$ cat config.mk
export PLATFORM = sky130hd
export DESIGN_NAME = gbe_ctr_scheduler_flat
export DESIGN_NICKNAME = d
export VERILOG_FILES = /design/src/rtl/gbe_ctr_scheduler_pkg.sv /design/src/rtl/gbe_ctr_scheduler_if.sv /design/src/rtl/gbe_ctr_scheduler_sat_counter.sv /design/src/rtl/gbe_ctr_scheduler.sv /design/src/flat_wrapper.sv
export SDC_FILE = /design/constraint.sdc
export NUM_CORES = 1
export LEC_CHECK = 0
export ABC_AREA = 1
export BUFFER_PORTS_ARGS = -buffer_cell sky130_fd_sc_hd__buf_2
export CAP_MARGIN = 20
export CORE_ASPECT_RATIO = 1.75
export CORE_MARGIN = 1.5
export CORE_UTILIZATION = 30
export CTS_CLUSTER_SIZE = 40
export DETAILED_ROUTE_END_ITERATION = 8
export GPL_TIMING_DRIVEN = 0
export HOLD_SLACK_MARGIN = 0.03
export PLACE_DENSITY = 0.5
export SLEW_MARGIN = 20
export SYNTH_ARGS = -nofsm -noshare
export SYNTH_HDL_FRONTEND = slang
export SYNTH_HIERARCHICAL = 1
export SYNTH_SLANG_ARGS = --single-unit
$ cat constraint.sdc
create_clock -name user_clk -period 2.8 [get_ports user_clk]
set_clock_uncertainty 0.1 [all_clocks]
set_input_delay 0.56 -clock user_clk [delete_from_list [all_inputs] [get_ports user_clk]]
set_output_delay 0.56 -clock user_clk [all_outputs]
set_load 0.03 [all_outputs]
$ cat src/rtl/gbe_ctr_scheduler_pkg.sv
// gbe_ctr_pkg: shared state type, control-word bit positions and field widths
package gbe_ctr_pkg;
  typedef enum logic [1:0] {SNAP, SHOW, MANUAL} state_t;
  localparam int CLR_BIT = 0;
  localparam int FRZ_BIT = 1;
  localparam int MAN_BIT = 2;
  localparam int MIDX_LSB = 8;
  localparam int IDX_W = 8;
  localparam int VAL_W = 24;
endpackage

$ cat src/rtl/gbe_ctr_scheduler_if.sv
// gbe_ctr_scheduler_if: event/control inputs and status-register outputs of the counter scheduler
interface gbe_ctr_scheduler_if
  import gbe_ctr_pkg::*;
#(
  parameter int N_CTR = 4
);
  logic [N_CTR-1:0] event_in;
  logic [31:0] ctrl_in;
  logic [31:0] user_data_out;
  logic [IDX_W-1:0] seq_idx;
  logic snap_done;
  modport master (output event_in, ctrl_in, input user_data_out, seq_idx, snap_done);
  modport slave (input event_in, ctrl_in, output user_data_out, seq_idx, snap_done);
endinterface

$ cat src/rtl/gbe_ctr_scheduler_sat_counter.sv
// gbe_sat_counter: saturating event counter; clear wins over increment
module gbe_sat_counter #(
  parameter int W = 24
) (
  input  logic         user_clk,
  input  logic         user_rst_n,
  input  logic         clr,
  input  logic         inc,
  output logic [W-1:0] cnt
);
  always_ff @(posedge user_clk or negedge user_rst_n) begin
    if (!user_rst_n) cnt <= '0;
    else if (clr) cnt <= '0;
    else if (inc && !(&cnt)) cnt <= cnt + W'(1);
  end
endmodule

$ cat src/rtl/gbe_ctr_scheduler.sv
// gbe_ctr_scheduler: counter bank snapshotted and rotated onto one 32-bit status word
module gbe_ctr_scheduler
  import gbe_ctr_pkg::*;
#(
  parameter int N_CTR = 4,
  parameter int CTR_W = 24,
  parameter int DWELL = 1024
) (
  input logic user_clk,
  input logic user_rst_n,
  gbe_ctr_scheduler_if.slave bus
);
  localparam int DW_W = $clog2(DWELL);
  localparam int SEL_W = N_CTR > 1 ? $clog2(N_CTR) : 1;
  localparam logic [DW_W-1:0] RELOAD = DW_W'(DWELL - 1);
  localparam logic [IDX_W-1:0] LAST = IDX_W'(N_CTR - 1);
  localparam logic [IDX_W:0] N_LIM = (IDX_W + 1)'(N_CTR);
  logic [CTR_W-1:0] cnt [N_CTR];
  logic [CTR_W-1:0] shadow [N_CTR];
  state_t state;
  logic [IDX_W-1:0] idx, midx;
  logic [DW_W-1:0] dwell;
  logic clr_q, clr, frz, man;
  logic [CTR_W-1:0] man_val, show_val;
  logic unused;
  assign clr = bus.ctrl_in[CLR_BIT] & ~clr_q;
  assign frz = bus.ctrl_in[FRZ_BIT];
  assign man = bus.ctrl_in[MAN_BIT];
  assign midx = bus.ctrl_in[MIDX_LSB +: IDX_W];
  assign man_val = {1'b0, midx} < N_LIM ? cnt[midx[SEL_W-1:0]] : '0;
  assign show_val = shadow[idx[SEL_W-1:0]];
  assign unused = ^{bus.ctrl_in[31:MIDX_LSB+IDX_W], bus.ctrl_in[MIDX_LSB-1:MAN_BIT+1]};
  for (genvar i = 0; i < N_CTR; i++) begin : g_ctr
    gbe_sat_counter #(.W(CTR_W)) u_ctr (
      .user_clk  (user_clk),
      .user_rst_n(user_rst_n),
      .clr       (clr),
      .inc       (bus.event_in[i]),
      .cnt       (cnt[i])
    );
  end
  // Manual mode overrides everything; freeze only stalls the automatic rotation.
  always_ff @(posedge user_clk or negedge user_rst_n) begin
    if (!user_rst_n) begin
      state <= SNAP;
      idx <= '0;
      dwell <= '0;
      clr_q <= 1'b0;
      bus.user_data_out <= '0;
      bus.seq_idx <= '0;
      bus.snap_done <= 1'b0;
      for (int i = 0; i < N_CTR; i++) shadow[i] <= '0;
    end else begin
      clr_q <= bus.ctrl_in[CLR_BIT];
      bus.snap_done <= 1'b0;
      if (man) begin
        state <= MANUAL;
        idx <= '0;
        bus.user_data_out <= {midx, VAL_W'(man_val)};
        bus.seq_idx <= midx;
      end else if (state == MANUAL) begin
        state <= SNAP;
        idx <= '0;
      end else if (!frz && state == SNAP) begin
        for (int i = 0; i < N_CTR; i++) shadow[i] <= cnt[i];
        dwell <= RELOAD;
        state <= SHOW;
      end else if (!frz) begin
        bus.user_data_out <= {idx, VAL_W'(show_val)};
        bus.seq_idx <= idx;
        dwell <= dwell - DW_W'(1);
        if (dwell == '0) begin
          dwell <= RELOAD;
          idx <= idx == LAST ? '0 : idx + IDX_W'(1);
          state <= idx == LAST ? SNAP : SHOW;
          bus.snap_done <= idx == LAST;
        end
      end
    end
  end
endmodule

$ cat src/flat_wrapper.sv
// flat-port wrapper written by rule: the top's interface ports become plain ports
module gbe_ctr_scheduler_flat import gbe_ctr_pkg::*;
#(
  parameter int N_CTR = 4,
  parameter int CTR_W = 24,
  parameter int DWELL = 1024
)
  (user_clk, user_rst_n, bus_event_in, bus_ctrl_in, bus_user_data_out, bus_seq_idx, bus_snap_done);
  gbe_ctr_scheduler_if #(.N_CTR(N_CTR)) bus_i ();
  input logic user_clk;
  input logic user_rst_n;
  input wire logic [$bits(bus_i.event_in)-1:0] bus_event_in;
  input wire logic [$bits(bus_i.ctrl_in)-1:0] bus_ctrl_in;
  output wire logic [$bits(bus_i.user_data_out)-1:0] bus_user_data_out;
  output wire logic [$bits(bus_i.seq_idx)-1:0] bus_seq_idx;
  output wire logic [$bits(bus_i.snap_done)-1:0] bus_snap_done;
  assign bus_i.event_in = bus_event_in;
  assign bus_i.ctrl_in = bus_ctrl_in;
  assign bus_user_data_out = bus_i.user_data_out;
  assign bus_seq_idx = bus_i.seq_idx;
  assign bus_snap_done = bus_i.snap_done;
  gbe_ctr_scheduler #(.N_CTR(N_CTR), .CTR_W(CTR_W), .DWELL(DWELL)) u_core (.user_clk(user_clk), .user_rst_n(user_rst_n), .bus(bus_i));
endmodule
==> flow_metrics.tcl <==
set metrics [dict create \
    yosys.area.top_type "dfrtp_1" \
    ys.flop_type "dfrtp_1" \
    grt_overflow 0 \
    rsz0062_at_grt "false" \
    maxCapViolations 0 \
    irDropWorstVdd_mv 0.4257 \
    port-buffer-count 56 \
    required_ps 3140 \
    postSynthAreaPerCell_um2 7.041 \
    finalSetupViolations 0 \
    cts_root_buffer "clkbuf_16" \
    setup-tns-final_ps 0 \
    fmax_mhz 367.4 \
    die_w_um 168.2 \
    ant_nets 0 \
    p_leak_nw 7.529 \
    synth.most_common_cell "nand2_1" \
    firstDrtPassIters 7 \
    cts.path.max_buffers 3 \
    grt_pass1_vias 13250 \
    clk_pin_slew_ps 70 \
    drive_gt1_frac 0.1176 \
    numCtsBuffers 27 \
    viasPerCell 5.051 \
    synthTopCellsByCount "684 x nand2_1, 285 x nand3_1, 246 x dfrtp_1" \
    core_mm2 0.04703 \
    hold_buffers 2 \
    post_cts_buffers 0 \
    status "complete, no violations" \
    initial_core_util 0.3046 \
    syn-num-nets 2079 \
    ys_types 34 \
    post-place-ws_ps -178.7 \
    fin_ws_ps 78.44 \
    worst_pin_slew_ps 947.7 \
    post-route-min-period_ps 2722 \
    critPathLaunchType "register" \
    fin_nets 2168 \
    synth_edf_count 0 \
    pin_count 79 \
    relSlewSlack 0.3659 \
    vias 13790 \
    finalHoldViolCount 0 \
    cp_max_fo 10 \
    drc 0 \
    grt_use_total 0.2069 \
    syn2layout_area_growth_pct 14.16 \
    grt_max_degree 96 \
    final_cell_area_mm2 0.01636 \
    powerDensity_mw_per_mm2 544.5 \
    num_rows 105 \
    die_height_um 292.1 \
    fin_crit_sh 0.9720 \
    clk_latency_ps 550 \
    ys_ff_latch 246 \
    dieArea_mm2 0.04913 \
    synth_area_leaders "dfrtp_1 43%, nand2_1 18%, nand3_1 10%" \
    yosysWarnings 6 \
    slew_violations 0 \
    hp-class "input port to register" \
    crit_arrival_ps 3060 \
    placed_area_mm2 0.01541 \
    first_iter_violations 1043 \
    netlist_instances 2035 \
    crit_type "register to register" \
    netlist.area_leader.share 0.4297 \
    ctsResizeCount 0 \
    wl_um 50780 \
    grt_pass1_wl_um 77900 \
    gp_congestion 0.8886 \
    end_kind "register" \
    drt-wirelength-per-cell_um 18.59 \
    antenna_found_initial 0 \
    syn_area_mm2 0.01433 \
    seq_area_frac_synth 0.4297 \
    tritoncts "yes" \
    htree_levels 1 \
    async_reset_ff_frac 1.000 \
    numClockSinks 246 \
    hpwl_um 38520 \
]
kinds of logic after synthesis:
logic type,after synthesis,synth area share
adder cells (fa/ha/maj),6,0.005240
AND/OR/NAND/NOR,1260,0.3880
buffers and inverters,266,0.08244
AO/OA/AOI/OAI,250,0.09039
flip-flops,246,0.4297
XOR/XNOR,7,0.004279
stage by stage:
step	util	instances	hold WS [ps]	power [mW]
6_report	0.3478	2731	182.2	8.906
3_5_place_dp	0.3276	2681	358.7	5.145
3_3_place_gp	0.3262	2679	353.9	5.116
5_1_grt	0.3477	2730	185.1	9.297
4_1_cts	0.3477	2730	166.8	9.026
2_1_floorplan	-	2035	164.4	4.685
critical path, cell delays in order (launching register included):
cell and delay [ps]:
dfrtp_1 360, nor2_1 720, buf_2 370, clkinv_1 390
nand2_4 320, inv_6 70, buf_8 150, nand2_1 50
nand2_1 50
state kept, by name, indices dropped and copies added (netlist names):
| name | count |
|---|---|
| u_core/dwell | 10 |
| u_core/g_ctr.u_ctr/cnt | 96 |
| u_core/bus.snap_done | 1 |
| u_core/state | 2 |
| u_core/bus.user_data_out | 32 |
| u_core/shadow | 96 |
| u_core/clr_q | 1 |
| u_core/idx | 8 |
power by group:
part	switching [mW]	internal (mW)	leakage (nW)	total (mW)
Sequential	0.201	3.77	3.32	3.97
Clock	1.55	2.28	0.466	3.82
Combinational	0.782	0.329	3.75	1.11
cell type report:
class                   instances  area (µm²)
clock buffers                  35       765.7
plain buffers                  96       523.0
repair buffers                 60       365.4
multi-input cells            1523        6990
diodes                          1       2.502
clock inverters                12       160.2
flip-flops and latches        246        6156
well taps                     588       735.7
fillers                      5090       30680
inverters                     170       658.1
routing by layer:
layer,track usage,share of wire,vias to the layer above
met2,0.3787,0.52,368
li1,-,-,6734
met1,0.2355,0.39,6580
met5,0,0,-
met3,0.01830,0.036,112
met4,0.1122,0.058,0
worst paths after layout:
kind,start,to,slack [ps],cells past startpoint
min in group asynchronous,user_rst_n,u_core/g_ctr[0].u_ctr/cnt[16],460,2
worst max-delay path,u_core/clr_q,u_core/g_ctr[0].u_ctr/cnt[15],80,8
max in group asynchronous,user_rst_n,u_core/dwell[2],1200,3
worst min register to register,u_core/shadow[24],u_core/shadow[24],370,2
worst min-delay path,bus_ctrl_in[14],u_core/bus.user_data_out[30],180,3
worst max register to register,u_core/clr_q,u_core/g_ctr[0].u_ctr/cnt[15],80,8
placed cells by master, fill, tap and decap left out, types with 24 or more instances in the layout:
cell       instances
buf_2             89
clkbuf_16         27
a21oi_1           97
nand3_1          285
inv_1            152
o21ai_0          113
nand2_1          684
nand4_1           27
nor2_1           162
dfrtp_1          246
clkbuf_1          40
nand2_2           24
(Power assumes the default switching activity.)
